==> config.mk <==
export PLATFORM = sky130hd
export DESIGN_NAME = ai_result_stabilizer
export DESIGN_NICKNAME = d
export VERILOG_FILES = /design/src/rtl/ai_recog_pkg.sv /design/src/rtl/ai_vote_argmax.sv /design/src/rtl/ai_result_stabilizer.sv
export SDC_FILE = /design/constraint.sdc
export NUM_CORES = 1
export LEC_CHECK = 0
export BUFFER_PORTS_ARGS = -buffer_cell sky130_fd_sc_hd__buf_4
export CAP_MARGIN = 10
export CORE_MARGIN = 2
export CORE_UTILIZATION = 55
export DETAILED_ROUTE_END_ITERATION = 10
export PLACE_DENSITY = 0.77
export SKIP_CTS_REPAIR_TIMING = 1
export SYNTH_ARGS = -nofsm -noshare
export SYNTH_HDL_FRONTEND = slang
export SYNTH_SLANG_ARGS = --single-unit
==> constraint.sdc <==
create_clock -name clk -period 16.4 [get_ports clk]
set_input_delay 1.64 -clock clk [delete_from_list [all_inputs] [get_ports clk]]
set_output_delay 1.64 -clock clk [all_outputs]
set_load 0.005 [all_outputs]
==> src/rtl/ai_recog_pkg.sv <==
// Shared definitions for the AI signal recognizer: waveform type codes,
// the stabilizer FSM state encoding and a small vote-count helper.
package ai_recog_pkg;

  localparam int NUM_TYPES = 5;

  localparam logic [2:0] TYPE_SINE     = 3'd0;
  localparam logic [2:0] TYPE_SQUARE   = 3'd1;
  localparam logic [2:0] TYPE_TRIANGLE = 3'd2;
  localparam logic [2:0] TYPE_SAWTOOTH = 3'd3;
  localparam logic [2:0] TYPE_NOISE    = 3'd4;

  typedef enum logic [1:0] {
    IDLE    = 2'd0,
    ACQUIRE = 2'd1,
    LOCKED  = 2'd2
  } stab_state_e;

  // Clamp a vote count into the 5-bit debug field (HIST_DEPTH=32 would need 6).
  function automatic logic [4:0] sat_votes5(input logic [7:0] votes);
    return (votes > 8'd31) ? 5'd31 : votes[4:0];
  endfunction

endpackage

==> src/rtl/ai_vote_argmax.sv <==
// Combinational argmax over the per-type vote counters; the lowest type code
// wins ties because only a strictly larger count replaces the current pick.
module ai_vote_argmax
  import ai_recog_pkg::*;
#(
  parameter int CNT_W = 4
) (
  input  logic [NUM_TYPES-1:0][CNT_W-1:0] counts_i,
  output logic [2:0]                      winner_o,
  output logic [CNT_W-1:0]                winner_cnt_o
);

  always_comb begin
    winner_o     = 3'd0;
    winner_cnt_o = counts_i[0];
    for (int i = 1; i < NUM_TYPES; i++) begin
      if (counts_i[i] > winner_cnt_o) begin
        winner_o     = 3'(i);
        winner_cnt_o = counts_i[i];
      end
    end
  end

endmodule

==> src/rtl/ai_result_stabilizer.sv <==
// Turns the per-window classifier stream into a held, flicker-free verdict.
// Define AI_STAB_DEBUG_EN to build the reject counter and winner-vote debug port.
module ai_result_stabilizer
  import ai_recog_pkg::*;
#(
  parameter int HIST_DEPTH     = 8,
  parameter int LOCK_COUNT     = 5,
  parameter int CONF_THRESH    = 128,
  parameter int TIMEOUT_CYCLES = 50_000_000
) (
  input  logic       clk,
  input  logic       rst_n,
  input  logic       ai_enable,
  input  logic [2:0] waveform_type,
  input  logic [7:0] confidence,
  input  logic       result_valid,
  output logic [2:0] stable_type,
  output logic [7:0] stable_confidence,
  output logic       locked,
  output logic       stable_valid,
  output logic       type_changed,
  output logic       result_stale,
  output logic [15:0] dbg_reject_cnt,
  output logic [4:0]  dbg_winner_votes
);

  localparam int PTR_W  = $clog2(HIST_DEPTH);
  localparam int FILL_W = $clog2(HIST_DEPTH + 1);
  localparam int CNT_W  = FILL_W;
  localparam int SUM_W  = $clog2(HIST_DEPTH * 255 + 1);
  localparam int IDLE_W = $clog2(TIMEOUT_CYCLES + 1);

  localparam logic [7:0]        CONF_T8   = 8'(CONF_THRESH);
  localparam logic [FILL_W-1:0] FILL_FULL = FILL_W'(HIST_DEPTH);
  localparam logic [CNT_W-1:0]  LOCK_C    = CNT_W'(LOCK_COUNT);
  localparam logic [IDLE_W-1:0] IDLE_LAST = IDLE_W'(TIMEOUT_CYCLES - 1);

  logic [2:0] hist_type_q [HIST_DEPTH];
  logic [7:0] hist_conf_q [HIST_DEPTH];

  logic [PTR_W-1:0]  wr_ptr_q,   wr_ptr_d;
  logic [FILL_W-1:0] fill_q,     fill_d;
  logic [SUM_W-1:0]  conf_sum_q, conf_sum_d;
  logic [IDLE_W-1:0] idle_q;

  stab_state_e state_q;
  logic [2:0]  stable_type_q;
  logic [7:0]  stable_conf_q;
  logic        locked_q;
  logic        stable_valid_q;
  logic        type_changed_q;
  logic        result_stale_q;
  logic        upd_q;

  logic       accept;
  logic       full;
  logic       timeout_hit;
  logic       flush;
  logic [2:0] ev_type;
  logic [7:0] ev_conf;

  logic [NUM_TYPES-1:0][CNT_W-1:0] vote_cnt;
  logic [2:0]       winner;
  logic [CNT_W-1:0] winner_cnt;
  logic [CNT_W-1:0] cur_cnt;

  assign accept = result_valid && ai_enable && (confidence >= CONF_T8)
                  && (waveform_type < 3'(NUM_TYPES));
  assign full   = (fill_q == FILL_FULL);
  // An accept in the same cycle restarts the idle window, so it beats the timeout.
  assign timeout_hit = !accept && (state_q != IDLE) && (idle_q == IDLE_LAST);
  assign flush       = !ai_enable || timeout_hit;

  // When the buffer is full the write slot holds the entry being evicted.
  assign ev_type = hist_type_q[wr_ptr_q];
  assign ev_conf = hist_conf_q[wr_ptr_q];

  always_ff @(posedge clk) begin
    if (accept) begin
      hist_type_q[wr_ptr_q] <= waveform_type;
      hist_conf_q[wr_ptr_q] <= confidence;
    end
  end

  always_comb begin
    wr_ptr_d   = wr_ptr_q;
    fill_d     = fill_q;
    conf_sum_d = conf_sum_q;
    if (flush) begin
      wr_ptr_d   = '0;
      fill_d     = '0;
      conf_sum_d = '0;
    end else if (accept) begin
      wr_ptr_d   = wr_ptr_q + PTR_W'(1);
      fill_d     = full ? fill_q : fill_q + FILL_W'(1);
      conf_sum_d = conf_sum_q + SUM_W'(confidence) - (full ? SUM_W'(ev_conf) : '0);
    end
  end

  always_ff @(posedge clk or negedge rst_n) begin
    if (!rst_n) begin
      wr_ptr_q   <= '0;
      fill_q     <= '0;
      conf_sum_q <= '0;
    end else begin
      wr_ptr_q   <= wr_ptr_d;
      fill_q     <= fill_d;
      conf_sum_q <= conf_sum_d;
    end
  end

  genvar gi;
  generate
    for (gi = 0; gi < NUM_TYPES; gi++) begin : g_vote
      logic [CNT_W-1:0] cnt_q, cnt_d;
      logic             inc, dec;

      assign inc = accept && (waveform_type == 3'(gi));
      assign dec = accept && full && (ev_type == 3'(gi));

      always_comb begin
        cnt_d = cnt_q;
        if (flush)
          cnt_d = '0;
        else if (inc && !dec)
          cnt_d = cnt_q + CNT_W'(1);
        else if (dec && !inc)
          cnt_d = cnt_q - CNT_W'(1);
      end

      always_ff @(posedge clk or negedge rst_n) begin
        if (!rst_n)
          cnt_q <= '0;
        else
          cnt_q <= cnt_d;
      end

      assign vote_cnt[gi] = cnt_q;
    end
  endgenerate

  ai_vote_argmax #(.CNT_W(CNT_W)) u_argmax (
    .counts_i     (vote_cnt),
    .winner_o     (winner),
    .winner_cnt_o (winner_cnt)
  );

  always_comb begin
    cur_cnt = '0;
    for (int i = 0; i < NUM_TYPES; i++) begin
      if (stable_type_q == 3'(i))
        cur_cnt = vote_cnt[i];
    end
  end

  // Decision stage: sees the counters one edge after the accept that moved them.
  always_ff @(posedge clk or negedge rst_n) begin
    if (!rst_n) begin
      state_q        <= IDLE;
      idle_q         <= '0;
      stable_type_q  <= 3'd0;
      stable_conf_q  <= 8'd0;
      locked_q       <= 1'b0;
      stable_valid_q <= 1'b0;
      type_changed_q <= 1'b0;
      result_stale_q <= 1'b0;
      upd_q          <= 1'b0;
    end else begin
      stable_valid_q <= 1'b0;
      type_changed_q <= 1'b0;
      result_stale_q <= 1'b0;
      upd_q          <= accept;
      if (flush) begin
        state_q        <= IDLE;
        idle_q         <= '0;
        stable_type_q  <= 3'd0;
        stable_conf_q  <= 8'd0;
        locked_q       <= 1'b0;
        upd_q          <= 1'b0;
        result_stale_q <= ai_enable;
      end else begin
        stable_conf_q <= 8'(conf_sum_q >> PTR_W);
        if (accept)
          idle_q <= '0;
        else if (state_q != IDLE)
          idle_q <= idle_q + IDLE_W'(1);
        case (state_q)
          IDLE: begin
            if (accept)
              state_q <= ACQUIRE;
          end
          ACQUIRE: begin
            if (upd_q && full && (winner_cnt >= LOCK_C)) begin
              state_q        <= LOCKED;
              stable_type_q  <= winner;
              locked_q       <= 1'b1;
              type_changed_q <= 1'b1;
              stable_valid_q <= 1'b1;
            end
          end
          LOCKED: begin
            if (upd_q) begin
              stable_valid_q <= 1'b1;
              // Hysteresis: the held verdict only yields to a clear majority.
              if ((winner != stable_type_q) && (winner_cnt >= LOCK_C)
                  && (winner_cnt > cur_cnt)) begin
                stable_type_q  <= winner;
                type_changed_q <= 1'b1;
              end
            end
          end
          default: state_q <= IDLE;
        endcase
      end
    end
  end

  assign stable_type       = stable_type_q;
  assign stable_confidence = stable_conf_q;
  assign locked            = locked_q;
  assign stable_valid      = stable_valid_q;
  assign type_changed      = type_changed_q;
  assign result_stale      = result_stale_q;

`ifdef AI_STAB_DEBUG_EN
  logic [15:0] reject_cnt_q;
  logic [4:0]  winner_votes_q;

  always_ff @(posedge clk or negedge rst_n) begin
    if (!rst_n) begin
      reject_cnt_q   <= 16'd0;
      winner_votes_q <= 5'd0;
    end else if (flush) begin
      reject_cnt_q   <= 16'd0;
      winner_votes_q <= 5'd0;
    end else begin
      if (result_valid && !accept && (reject_cnt_q != 16'hFFFF))
        reject_cnt_q <= reject_cnt_q + 16'd1;
      winner_votes_q <= sat_votes5(8'(winner_cnt));
    end
  end

  assign dbg_reject_cnt   = reject_cnt_q;
  assign dbg_winner_votes = winner_votes_q;
`else
  assign dbg_reject_cnt   = 16'd0;
  assign dbg_winner_votes = 5'd0;
`endif

endmodule

## Yosys cells after proc, flatten, opt, wreduce, memory -nomap -nowiden

Memories as Yosys holds them, arrays and structs flattened.
Cells that the tools add are included.

- Mux-type cells: 64
- Magnitude comparators: 8
- $add $sub $neg: 15
- Reduce and logical (&&, ||, !) cells: 62
- Equal/unequal tests: 23

Operator list:

| cell | number |
|---|---|
| $mux 4 | 27 |
| $mux 26 | 3 |
| $logic_and 1x1->1 | 30 |
| $add 26x1->26 const B | 1 |
| $eq 26x26->1 const B | 1 |
| $add 4x1->4 const B | 6 |
| $mux 11 | 2 |
| $mux 3 | 7 |
| $reduce_bool 3->1 | 7 |
| $gt 4x4->1 | 5 |
| $sub 4x1->4 const B | 5 |
| $eq 3x2->1 const B | 6 |
| $mux 8 | 2 |
| $mux 1 | 14 |
| $logic_not 1->1 | 12 |
| $ne 3x3->1 const B | 4 |
| $add 11x8->11 | 1 |
| $sub 11x8->11 | 1 |
| $mux 2 | 5 |
| $eq 3x1->1 const B | 3 |
| $eq 3x3->1 const B | 3 |
| $logic_not 3->1 | 3 |
| $ge 8x8->1 const B | 1 |
| $reduce_bool 2->1 | 4 |
| other kinds (17) | 19 |

- Register bits: 82
- Word-level logic and storage cells: 191
- Bits of input ports: 15
- Memories kept: 2
- Output and inout port bits: 36
- Memory bits (writable): 88

Memories:

| name | words | bits a word | rd ports | clocked after memory_dff | write ports | line | source |
|---|---|---|---|---|---|---|---|
| hist_conf_q | 8 | 8 | 1 | 0 | 1 | ai_result_stabilizer.sv:39 | `logic [7:0] hist_conf_q [HIST_DEPTH];` |
| hist_type_q | 8 | 3 | 1 | 0 | 1 | ai_result_stabilizer.sv:38 | `logic [2:0] hist_type_q [HIST_DEPTH];` |

## Longest topological paths before layout

Gate-level depths: netlist of run 1.

- Word-level depth: 15
- Depth in mapped cells: 41
- Gate-level depth less buffers: 39

## Cells and area by module

Synthesis of run 1 repeated with hierarchy kept, for this count alone.

- Cell total of the unflattened synthesis: 875
- Area total of the unflattened synthesis: 9,625.5 sq um

Modules (own cells, without submodules):

| module | cells each | seq. area each (sq um) | times used | area an instance (sq um) |
|---|---|---|---|---|
| ai_result_stabilizer | 776 | 4,694.5 | 1 | 8,928.6 |
| ai_vote_argmax | 99 | 0.0 | 1 | 696.9 |

## Worst setup path before layout of run 1

Ideal clock, no wire load.

- Path type: register to register
- From: register g_vote[0].cnt_q[1]
- To: register stable_type_q[0] (netlist: stable_type[0])
- Cell stages (with the launch flop): 41
- Path buffers: 2
- Arrival: 7.624 ns
- Period minus slack after synthesis: 7.719 ns
- Required time: 16.304 ns
- Path slack: 8.681 ns
- Setup time: 0.096 ns
- Cell sequence: dfrtp_1 -> inv_1 -> ha_1 -> nand2b_1 -> a21oi_1 -> o21ai_0 -> mux2_2 -> inv_1 -> ha_1 -> a21oi_1 -> a21oi_1 -> and4_1 -> nor4b_4 -> buf_6 -> mux2i_1 -> ha_1 -> nor2b_1 -> o21a_1 -> [... 5 more ...] -> nor2_1 -> ha_1 -> nor2b_1 -> o21a_1 -> o21a_1 -> o21a_1 -> a2111oi_0 -> mux2_2 -> or2_4 -> nor2_1 -> ha_1 -> nand4_1 -> nand2_1 -> a311oi_1 -> a32oi_1 -> a2111oi_2 -> nand4_1 -> o31ai_1

- Word-level cells in the longest chain between the ends: 13
- Elaborated cells between the ends (all ways): 31
- Classes of those cells: 6 x order compare; 3 x eq/ne; 18 x mux; 4 x reduce/logical

RTL lines:

| item | line | source |
|---|---|---|
| from (decl) | ai_result_stabilizer.sv:115 | `logic [CNT_W-1:0] cnt_q, cnt_d;` |
| from (signal assigned) | ai_result_stabilizer.sv:135 | `cnt_q <= cnt_d;` |
| $gt 4x4->1 | ai_vote_argmax.sv:17 | `if (counts_i[i] > winner_cnt_o) begin` |
| $mux 4 | ai_vote_argmax.sv:17 |  |
| $gt 4x4->1 | ai_vote_argmax.sv:17 |  |
| $mux 4 | ai_vote_argmax.sv:17 |  |
| $gt 4x4->1 | ai_vote_argmax.sv:17 |  |
| $mux 4 | ai_vote_argmax.sv:17 |  |
| $gt 4x4->1 | ai_vote_argmax.sv:17 |  |
| $mux 4 or $mux 3 (tied branches) | ai_vote_argmax.sv:17 |  |
| $ge 4x3->1 or $ne 3x3->1 (tied branches) | ai_result_stabilizer.sv:193, ai_result_stabilizer.sv:205 |  |
| $logic_and 1x1->1 | ai_result_stabilizer.sv:205 | `if ((winner != stable_type_q) && (winner_cnt >= LOCK_C)` |
| $logic_and 1x1->1 | ai_result_stabilizer.sv:206 | `&& (winner_cnt > cur_cnt)) begin` |
| $ne 3x3->1 (no source line) | - |  |
| $reduce_and 4->1 (no source line) | - |  |
| to (signal assigned) | ai_result_stabilizer.sv:195 | `stable_type_q <= winner;` |
| to (signal assigned) | ai_result_stabilizer.sv:207 | `stable_type_q <= winner;` |
| to (decl) | ai_result_stabilizer.sv:47 | `logic [2:0] stable_type_q;` |

Several ways; a longest one is shown, not always the timed one. The select of a mux whose other input is x is not followed.
A chain may end at the register's enable or synchronous reset.

## Worst setup path after layout of run 1

Ends and elaborated chain as after synthesis.

==> results of run 1 <==
[cell usage in the layout (no fill, tap or decap), types with 4 or more instances in the layout]
cell / instances
sky130_fd_sc_hd__a211oi_1: 7
sky130_fd_sc_hd__a21o_1: 10
sky130_fd_sc_hd__a21oi_1: 39
sky130_fd_sc_hd__a22oi_1: 8
sky130_fd_sc_hd__a31oi_1: 4
sky130_fd_sc_hd__and3_1: 13
sky130_fd_sc_hd__buf_4: 39
sky130_fd_sc_hd__clkbuf_16: 17
sky130_fd_sc_hd__conb_1: 21
sky130_fd_sc_hd__dfrtp_1: 82
sky130_fd_sc_hd__edfxtp_1: 88
sky130_fd_sc_hd__fa_1: 13
sky130_fd_sc_hd__ha_1: 48
sky130_fd_sc_hd__inv_1: 63
sky130_fd_sc_hd__inv_8: 7
sky130_fd_sc_hd__mux2_2: 9
sky130_fd_sc_hd__mux2i_1: 31
sky130_fd_sc_hd__mux4_2: 14
sky130_fd_sc_hd__nand2_1: 69
sky130_fd_sc_hd__nand2b_1: 9
sky130_fd_sc_hd__nand3_1: 22
sky130_fd_sc_hd__nand4_1: 12
sky130_fd_sc_hd__nor2_1: 100
sky130_fd_sc_hd__nor2b_1: 7
sky130_fd_sc_hd__nor3_1: 13
sky130_fd_sc_hd__nor4_1: 4
sky130_fd_sc_hd__o21a_1: 9
sky130_fd_sc_hd__o21ai_0: 33
sky130_fd_sc_hd__o21bai_1: 5
sky130_fd_sc_hd__o31ai_1: 8
sky130_fd_sc_hd__or3_1: 7
sky130_fd_sc_hd__xnor2_1: 26
sky130_fd_sc_hd__xor2_1: 21
[critical path: cells and delay by family, from the launching register on]
kind,cells,cell delay [ps]
flip-flops,1,430
AND/OR/NAND/NOR,12,1940
multiplexers,4,1190
adder cells (fa/ha/maj),5,1430
buffers and inverters,2,160
AO/OA/AOI/OAI,15,4040
[state kept, by name (all words and copies together) (netlist names)]
signal / count
result_stale: 1
state_q: 2
upd_q: 1
stable_confidence: 8
type_changed: 1
locked: 1
hist_conf_q: 64
idle_q: 26
wr_ptr_q: 3
stable_valid: 1
g_vote.cnt_q: 20
stable_type: 3
hist_type_q: 24
conf_sum_q: 11
fill_q: 4
[per-layer routing]
layer / vias to the layer above / GRT usage (%) / routed length (µm)
met4: 0 / 7.47 / 375
met1: 3089 / 29.2 / 8250
met5: - / 0 / 0
met3: 27 / 4.71 / 795
li1: 3100 / - / -
met2: 145 / 37.5 / 9240
[stage by stage]
| step | power (mW) | setup slack (ps) |
|---|---|---|
| global route | 1.02 | 6170 |
| CTS | 0.988 | 7140 |
| global placement | 0.578 | 7530 |
| detailed placement | 0.580 | 7190 |
| finish | 0.981 | 7100 |
| floorplan | 0.554 | 8680 |
[area by class of cell]
type                    instances  area, µm²
fillers                      1298       6240
flip-flops and latches        170       4690
multi-input cells             605       4350
clock buffers                  17        425
repair buffers                 39        293
well taps                     220        275
inverters                      63        236
clock inverters                15        188
[where the power goes]
group          switching, mW  leakage, nW  internal, mW
Sequential           0.00387         1.93         0.455
Clock                  0.188        0.302         0.221
Combinational         0.0673         2.06        0.0465
[path summary, 6_finish.rpt]
path / from / endpoint / slack [ps] / cells after the start
max: g_vote[0].cnt_q[1]$_DFFE_PN0P_ / stable_type[0]$_DFFE_PN0P_ / 7100 / 38
min: conf_sum_q[10]$_DFFE_PN0P_ / conf_sum_q[10]$_DFFE_PN0P_ / 480 / 1
max reg2reg: g_vote[0].cnt_q[1]$_DFFE_PN0P_ / stable_type[0]$_DFFE_PN0P_ / 7100 / 38
min reg2reg: conf_sum_q[10]$_DFFE_PN0P_ / conf_sum_q[10]$_DFFE_PN0P_ / 480 / 1
max in group asynchronous: rst_n / upd_q$_DFF_PN0_ / 14260 / 2
min in group asynchronous: rst_n / g_vote[4].cnt_q[0]$_DFFE_PN0P_ / 1060 / 1
[logic make-up after synthesis]
kind of cell	Yosys count	synth area share, %
buf+inv	116	5.54
flops	170	49.6
fa+ha+maj	61	9.09
xor+xnor	47	4.35
compound gates	144	9.78
simple gates	278	13.9
other cells	1	0.0396
mux	54	7.68
==> results_tabular.tex, run 1 <==
\begin{tabular}{lr}
\hline
Metric & Value \\
\hline
\multicolumn{2}{l}{\textbf{Routing}} \\
\quad Number of vias per cell & 5.63 \\
\quad Routed via count & 6361 \\
\quad DRC violation count after routing & 0 \\
\quad Total wire length after detailed routing & 18700 µm \\
\quad Iteration count of the initial detailed-routing pass & 6 \\
\quad Final antenna-violating net count & 0 \\
\quad DR iter-0 viols & 420 \\
\quad Routed len/inst & 16.5 µm \\
\multicolumn{2}{l}{\textbf{Cells and area}} \\
\quad Layout-stage area growth over the synthesis result & 10.5\% \\
\quad Core occupancy in the finished layout & 62.6\% \\
\quad Non-Filler Instances & 1129 \\
\quad Share of final-layout standard cells stronger than drive strength 1 & 12.0\% \\
\quad \# nets final & 972 \\
\quad Antenna Cells & 0 \\
\quad Post-route design area & 10500 µm² \\
\multicolumn{2}{l}{\textbf{Global route}} \\
\quad Tot GR Track Use & 22.3\% \\
\quad Pin count of the biggest net entering global routing & 67 \\
\quad Global route total overflow & 0 \\
\quad Vias in the first global route & 6401 \\
\quad Antenna violations before repair & 0 \\
\quad Wire length of the first global-routing pass & 31600 µm \\
\multicolumn{2}{l}{\textbf{Die}} \\
\quad Die height & 135 µm \\
\quad Site row count & 47 \\
\quad Die boundary width & 135 µm \\
\quad Initial core utilization & 56.7\% \\
\quad Area of the die & 18300 µm² \\
\quad Number of top-level pins & 51 \\
\quad CORE AREA & 16700 µm² \\
\multicolumn{2}{l}{\textbf{Yosys}} \\
\quad Top cells by area, synth & sky130\_fd\_sc\_hd\_\_edfxtp\_1 (28\%), sky130\_fd\_sc\_hd\_\_dfrtp\_1 (22\%), sky130\_fd\_sc\_hd\_\_ha\_1 (6.3\%) \\
\quad Async S/R FF share, synth & 48.2\% \\
\quad Portion of synthesized cell area occupied by the leading cell type & 27.9\% \\
\quad Post-Syn Area per Cell & 10.9 µm² \\
\quad Synthesis Warnings & 0 \\
\quad Most used flip-flop cell after synthesis & sky130\_fd\_sc\_hd\_\_edfxtp\_1 \\
\quad Leading area contributor after synthesis & sky130\_fd\_sc\_hd\_\_edfxtp\_1 \\
\quad Post-synthesis instance total & 871 \\
\quad Post-synth design cell area & 9470 µm² \\
\quad Most instantiated library cell after synthesis & sky130\_fd\_sc\_hd\_\_nor2\_1 \\
\quad Count of flip-flops with a built-in enable after synthesis & 88 \\
\quad Post-synthesis sequential element count & 170 \\
\quad Synth cell count leaders & sky130\_fd\_sc\_hd\_\_nor2\_1 (100), sky130\_fd\_sc\_hd\_\_edfxtp\_1 (88), sky130\_fd\_sc\_hd\_\_dfrtp\_1 (82), sky130\_fd\_sc\_hd\_\_nand2\_1 (69), sky130\_fd\_sc\_hd\_\_inv\_1 (63) \\
\quad Count of distinct cell types in the synthesized netlist & 62 \\
\quad Sequential cell area fraction in the yosys report & 49.6\% \\
\multicolumn{2}{l}{\textbf{Timing}} \\
\quad Achievable clock frequency & 0.107 GHz \\
\quad Fin crit period & 9300 ps \\
\quad Setup TNS & 0 ps \\
\quad Worst hold margin & 477 ps \\
\quad Final Setup Violations & 0 \\
\quad Endpoints failing hold & 0 \\
\quad Max Clock Skew & 13.8 ps \\
\quad Relative slew slack & 25.4\% \\
\quad RSZ-0062 raised after global routing & no \\
\quad Final cycle utilization of the critical path & 56.7\% \\
\quad Slew at the pin with the worst max-slew slack & 1110 ps \\
\quad Max Slew Vio Count & 0 \\
\multicolumn{2}{l}{\textbf{Job}} \\
\quad Maxcap violations & 0 \\
\multicolumn{2}{l}{\textbf{Place}} \\
\quad Routability Congestion & 0.892 \\
\quad Estimated wirelength of the detail-placed design & 12700 µm \\
\quad PortBufs & 29 \\
\quad Cell Area, Placed & 9840 µm² \\
\quad Number of placed instances with taps included & 1097 \\
\multicolumn{2}{l}{\textbf{Setup path}} \\
\quad Cell type of the slowest stage on the worst timing path & sky130\_fd\_sc\_hd\_\_o21ai\_0 \\
\quad Worst endpoint data arrival time & 9650 ps \\
\quad Type of the worst setup path & reg2reg \\
\quad Type of origin of the critical path & register \\
\quad Required @ worst endpoint & 16750 ps \\
\quad Critical Path End Type & register \\
\quad Worst stage delay on the critical path & 820 ps \\
\quad Highest fanout seen on the critical path & 12 \\
\multicolumn{2}{l}{\textbf{Run status}} \\
\quad Outcome & completed \\
\multicolumn{2}{l}{\textbf{Clock tree}} \\
\quad Root buffer cell & sky130\_fd\_sc\_hd\_\_clkbuf\_16 \\
\quad Maximum number of buffers from clock root to sink & 2 \\
\quad Sinks on Clock Net & 170 \\
\quad Clock latency on the worst-skew pair & 440 ps \\
\quad H-tree levels & 4 \\
\quad Number of buffers created by CTS & 17 \\
\quad Clock tree from TritonCTS & yes \\
\quad Clock slew at the register clock pins of the worst setup and hold paths & 70 ps \\
\multicolumn{2}{l}{\textbf{Pwr}} \\
\quad Leakage power & 4.29 nW \\
\quad Peak ir drop on the vdd network & 0.0000737 V \\
\quad Total power divided by cell area & 93.8 nW/µm² \\
\multicolumn{2}{l}{\textbf{Worst hold path}} \\
\quad Worst hold path type & reg2reg \\
\hline
\end{tabular}
(Power assumes the default switching activity.)
==> run 2, diff against run 1 <==
--- a/config.mk
+++ b/config.mk
@@ -10,7 +10,7 @@
 export CORE_MARGIN = 2
 export CORE_UTILIZATION = 55
 export DETAILED_ROUTE_END_ITERATION = 10
-export PLACE_DENSITY = 0.77
+export PLACE_DENSITY = 0.8
 export SKIP_CTS_REPAIR_TIMING = 1
 export SYNTH_ARGS = -nofsm -noshare
 export SYNTH_HDL_FRONTEND = slang
==> constraint.sdc (replaced) <==
create_clock -name clk -period 7.9 [get_ports clk]
set_input_delay 0.79 -clock clk [delete_from_list [all_inputs] [get_ports clk]]
set_output_delay 0.79 -clock clk [all_outputs]
set_load 0.005 [all_outputs]
==> run 2 against run 1 <==
  * Sequential cell count unchanged
  * Cell count increased by 1.2%
  * Clock skew increased by 1.6 ps
  * Utilization rose by 1.4 points
  * Maximum frequency rose by 24%
  * Total power grew 120%
  * Via count up 3.5%
  * First-iteration DRC count up 22%
  * Critical endpoint is now stable_type[2]$_DFFE_PN0P_
  * Largest power group unchanged
==> results_tabular.tex, run 2 (synthesized netlist as in run 1, its figures left out) <==
\begin{tabular}{lr}
\hline
Metric & Value \\
\hline
\multicolumn{2}{l}{\textbf{Run status}} \\
\quad Outcome & completed (unchanged) \\
\multicolumn{2}{l}{\textbf{Timing}} \\
\quad Final Setup Violations & 0 (unchanged) \\
\quad Max Slew Vio Count & 0 (unchanged) \\
\quad Endpoints failing hold & 0 (unchanged) \\
\quad Final worst slack & 413 ps (was 7100 ps) \\
\quad Fin crit period & 7490 ps (was 9300 ps) \\
\quad Relative slew slack & 20.4\% (was 25.4\%) \\
\quad Max Clock Skew & 15.4 ps (was 13.8 ps) \\
\quad Achievable clock frequency & 0.134 GHz (was 0.107 GHz) \\
\quad Slew at the pin with the worst max-slew slack & 1190 ps (was 1110 ps) \\
\quad Final cycle utilization of the critical path & 94.8\% (was 56.7\%) \\
\quad Worst hold margin & 512 ps (was 477 ps) \\
\multicolumn{2}{l}{\textbf{Routing}} \\
\quad Total wire length after detailed routing & 19800 µm (was 18700 µm) \\
\quad Final antenna-violating net count & 0 (unchanged) \\
\quad Routed via count & 6583 (was 6361) \\
\quad Number of vias per cell & 5.76 (was 5.63) \\
\quad Routed len/inst & 17.4 µm (was 16.5 µm) \\
\quad DRC violation count after routing & 0 (unchanged) \\
\quad DR iter-0 viols & 513 (was 420) \\
\quad Iteration count of the initial detailed-routing pass & 6 (unchanged) \\
\multicolumn{2}{l}{\textbf{Cells and area}} \\
\quad Reg with most FFs & hist\_conf\_q (unchanged) \\
\quad Antenna Cells & 0 (unchanged) \\
\quad \# nets final & 985 (was 972) \\
\quad Layout-stage area growth over the synthesis result & 12.8\% (was 10.5\%) \\
\quad Filler Cells Inserted & 1274 (was 1298) \\
\quad Area of combinational cells with multiple inputs & 4420 µm² (was 4350 µm²) \\
\quad Combined flip-flop and latch cell area & 4690 µm² (unchanged) \\
\quad Share of final-layout standard cells stronger than drive strength 1 & 14.5\% (was 12.0\%) \\
\quad Flip-flop count of the largest register after layout & 64 (unchanged) \\
\quad Commonest non-fill, non-tap cell in the layout & sky130\_fd\_sc\_hd\_\_nor2\_1 (unchanged) \\
\quad Largest registers in the final layout & hist\_conf\_q (64), idle\_q (26), hist\_type\_q (24) (unchanged) \\
\quad Top library cells by usage in the layout, fill and taps aside & sky130\_fd\_sc\_hd\_\_nor2\_1 (100), sky130\_fd\_sc\_hd\_\_edfxtp\_1 (88), sky130\_fd\_sc\_hd\_\_dfrtp\_1 (82), sky130\_fd\_sc\_hd\_\_nand2\_1 (69), sky130\_fd\_sc\_hd\_\_inv\_1 (62) (was sky130\_fd\_sc\_hd\_\_nor2\_1 (100), sky130\_fd\_sc\_hd\_\_edfxtp\_1 (88), sky130\_fd\_sc\_hd\_\_dfrtp\_1 (82), sky130\_fd\_sc\_hd\_\_nand2\_1 (69), sky130\_fd\_sc\_hd\_\_inv\_1 (63)) \\
\quad Core occupancy in the finished layout & 64.0\% (was 62.6\%) \\
\multicolumn{2}{l}{\textbf{Die}} \\
\quad CORE AREA & 16700 µm² (unchanged) \\
\quad Area of the die & 18300 µm² (unchanged) \\
\quad Die boundary width & 135 µm (unchanged) \\
\quad Die height & 135 µm (unchanged) \\
\quad Initial core utilization & 56.7\% (unchanged) \\
\quad Site row count & 47 (unchanged) \\
\quad Number of top-level pins & 51 (unchanged) \\
\multicolumn{2}{l}{\textbf{Pwr}} \\
\quad Switching power summed over all nets & 570 µW (was 259 µW) \\
\quad Fraction of power consumed by combinational cells & 12.1\% (was 11.6\%) \\
\quad Total power divided by cell area & 198 nW/µm² (was 93.8 nW/µm²) \\
\quad Clock group share of total power & 42.9\% (was 41.6\%) \\
\quad Leakage power & 4.39 nW (was 4.29 nW) \\
\quad Fraction of power consumed by sequential logic & 45.0\% (was 46.8\%) \\
\quad Peak ir drop on the vdd network & 0.000196 V (was 0.0000737 V) \\
\quad Switching Fraction & 26.9\% (was 26.4\%) \\
\quad Power Internal & 1.55 mW (was 722 µW) \\
\multicolumn{2}{l}{\textbf{Clock tree}} \\
\quad Clock tree from TritonCTS & yes (unchanged) \\
\quad Root buffer cell & sky130\_fd\_sc\_hd\_\_clkbuf\_16 (unchanged) \\
\quad H-tree levels & 4 (unchanged) \\
\quad Clock latency on the worst-skew pair & 440 ps (about the same) \\
\quad Clock slew at the register clock pins of the worst setup and hold paths & 70 ps (about the same) \\
\quad Number of buffers created by CTS & 17 (unchanged) \\
\quad Sinks on Clock Net & 170 (unchanged) \\
\quad Maximum number of buffers from clock root to sink & 2 (unchanged) \\
\multicolumn{2}{l}{\textbf{Worst hold path}} \\
\quad Instance count along the most critical hold path & 1 (unchanged) \\
\quad Startpoint of the lowest-slack hold path & conf\_sum\_q[10]\$\_DFFE\_PN0P\_ (unchanged) \\
\quad Worst hold path type & reg2reg (unchanged) \\
\multicolumn{2}{l}{\textbf{Setup path}} \\
\quad Cell type of the slowest stage on the worst timing path & sky130\_fd\_sc\_hd\_\_dfrtp\_1 (was sky130\_fd\_sc\_hd\_\_o21ai\_0) \\
\quad Cells on worst reg2reg path & 40 (was 38) \\
\quad Worst setup path start & g\_vote[0].cnt\_q[3]\$\_DFFE\_PN0P\_ (was g\_vote[0].cnt\_q[1]\$\_DFFE\_PN0P\_) \\
\quad Type of the worst setup path & reg2reg (unchanged) \\
\quad Required @ worst endpoint & 8230 ps (was 16750 ps) \\
\quad Highest fanout seen on the critical path & 9 (was 12) \\
\quad Bufs and invs on worst path & 4 (was 2) \\
\quad Dominant delay contributor by cell family on the critical path & compound AO/OA/AOI/OAI gates (unchanged) \\
\quad Most common cell on crit path & sky130\_fd\_sc\_hd\_\_ha\_1 \\
\quad Launch point of the worst reg-to-reg path & g\_vote[0].cnt\_q[3]\$\_DFFE\_PN0P\_ (was g\_vote[0].cnt\_q[1]\$\_DFFE\_PN0P\_) \\
\quad Logic depth of the worst setup path including buffers & 40 (was 38) \\
\quad Type of origin of the critical path & register (unchanged) \\
\quad Worst endpoint data arrival time & 7820 ps (was 9650 ps) \\
\quad Worst stage delay on the critical path & 380 ps (was 820 ps) \\
\quad Critical Path End Type & register (unchanged) \\
\multicolumn{2}{l}{\textbf{Global route}} \\
\quad Wire length of the first global-routing pass & 33000 µm (was 31600 µm) \\
\quad Met1 routing resource usage after global routing & 31.6\% (was 29.2\%) \\
\quad Global route total overflow & 0 (unchanged) \\
\quad Antenna violations before repair & 0 (unchanged) \\
\quad Met3 track demand over resource in global routing & 4.12\% (was 4.71\%) \\
\quad Vias in the first global route & 6676 (was 6401) \\
\quad Met2 usage & 38.6\% (was 37.5\%) \\
\quad Pin count of the biggest net entering global routing & 83 (was 67) \\
\quad Tot GR Track Use & 23.4\% (was 22.3\%) \\
\quad GRT Max-Usage Layer & met2 (unchanged) \\
\multicolumn{2}{l}{\textbf{Job}} \\
\quad Maxcap violations & 0 (unchanged) \\
\multicolumn{2}{l}{\textbf{Place}} \\
\quad PortBufs & 29 (unchanged) \\
\quad Post-place setup slack & -213 ps (was 7190 ps) \\
\quad Estimated wirelength of the detail-placed design & 13000 µm (was 12700 µm) \\
\quad Routability Congestion & 0.942 (was 0.892) \\
\hline
\end{tabular}
==> run 2: cell type report <==
cell class	count	area share (%)
clock inverter	15	2.19
tap	220	2.58
clock buffer	17	3.98
multi-input combinational	605	41.4
inverter	63	2.21
timing repair buffer	52	3.69
sequential	170	43.9
==> run 2: per-stage QoR <==
| step | instance area [µm²] | instances | setup TNS (ps) | power, mW |
|---|---|---|---|---|
| CTS | 10600 | 1140 | -746 | 2.12 |
| global route | 10700 | 1142 | -123 | 2.20 |
| finish | 10700 | 1142 | 0 | 2.12 |
| floorplan | 9540 | 891 | 0 | 1.15 |
| detailed placement | 9910 | 1108 | -570 | 1.21 |
| global placement | 9910 | 1108 | 0 | 1.20 |
==> run 2: worst paths after layout <==
path                                              endpoint  slack [ps]
worst max-delay path            stable_type[2]$_DFFE_PN0P_         410
worst min-delay path            conf_sum_q[10]$_DFFE_PN0P_         510
worst max register to register  stable_type[2]$_DFFE_PN0P_         410
worst min register to register  conf_sum_q[10]$_DFFE_PN0P_         510
max in group asynchronous          wr_ptr_q[2]$_DFFE_PN0P_        6680
min in group asynchronous       stable_type[1]$_DFFE_PN0P_         550
==> run 2: metal layers <==
| metal | routed length, µm | vias to the layer above |
|---|---|---|
| li1 | - | 3126 |
| met1 | 8660 | 3215 |
| met2 | 9770 | 204 |
| met3 | 963 | 38 |
| met4 | 429 | 0 |
| met5 | 0 | - |
==> run 2: power groups by stage <==
stage / clock, mW / sequential, mW / combinational [mW]
global route: 0.958 / 0.952 / 0.288
floorplan: 0 / 0.968 / 0.181
CTS: 0.921 / 0.951 / 0.246
global placement: 0 / 0.969 / 0.234
finish: 0.909 / 0.951 / 0.256
detailed placement: 0 / 0.970 / 0.240
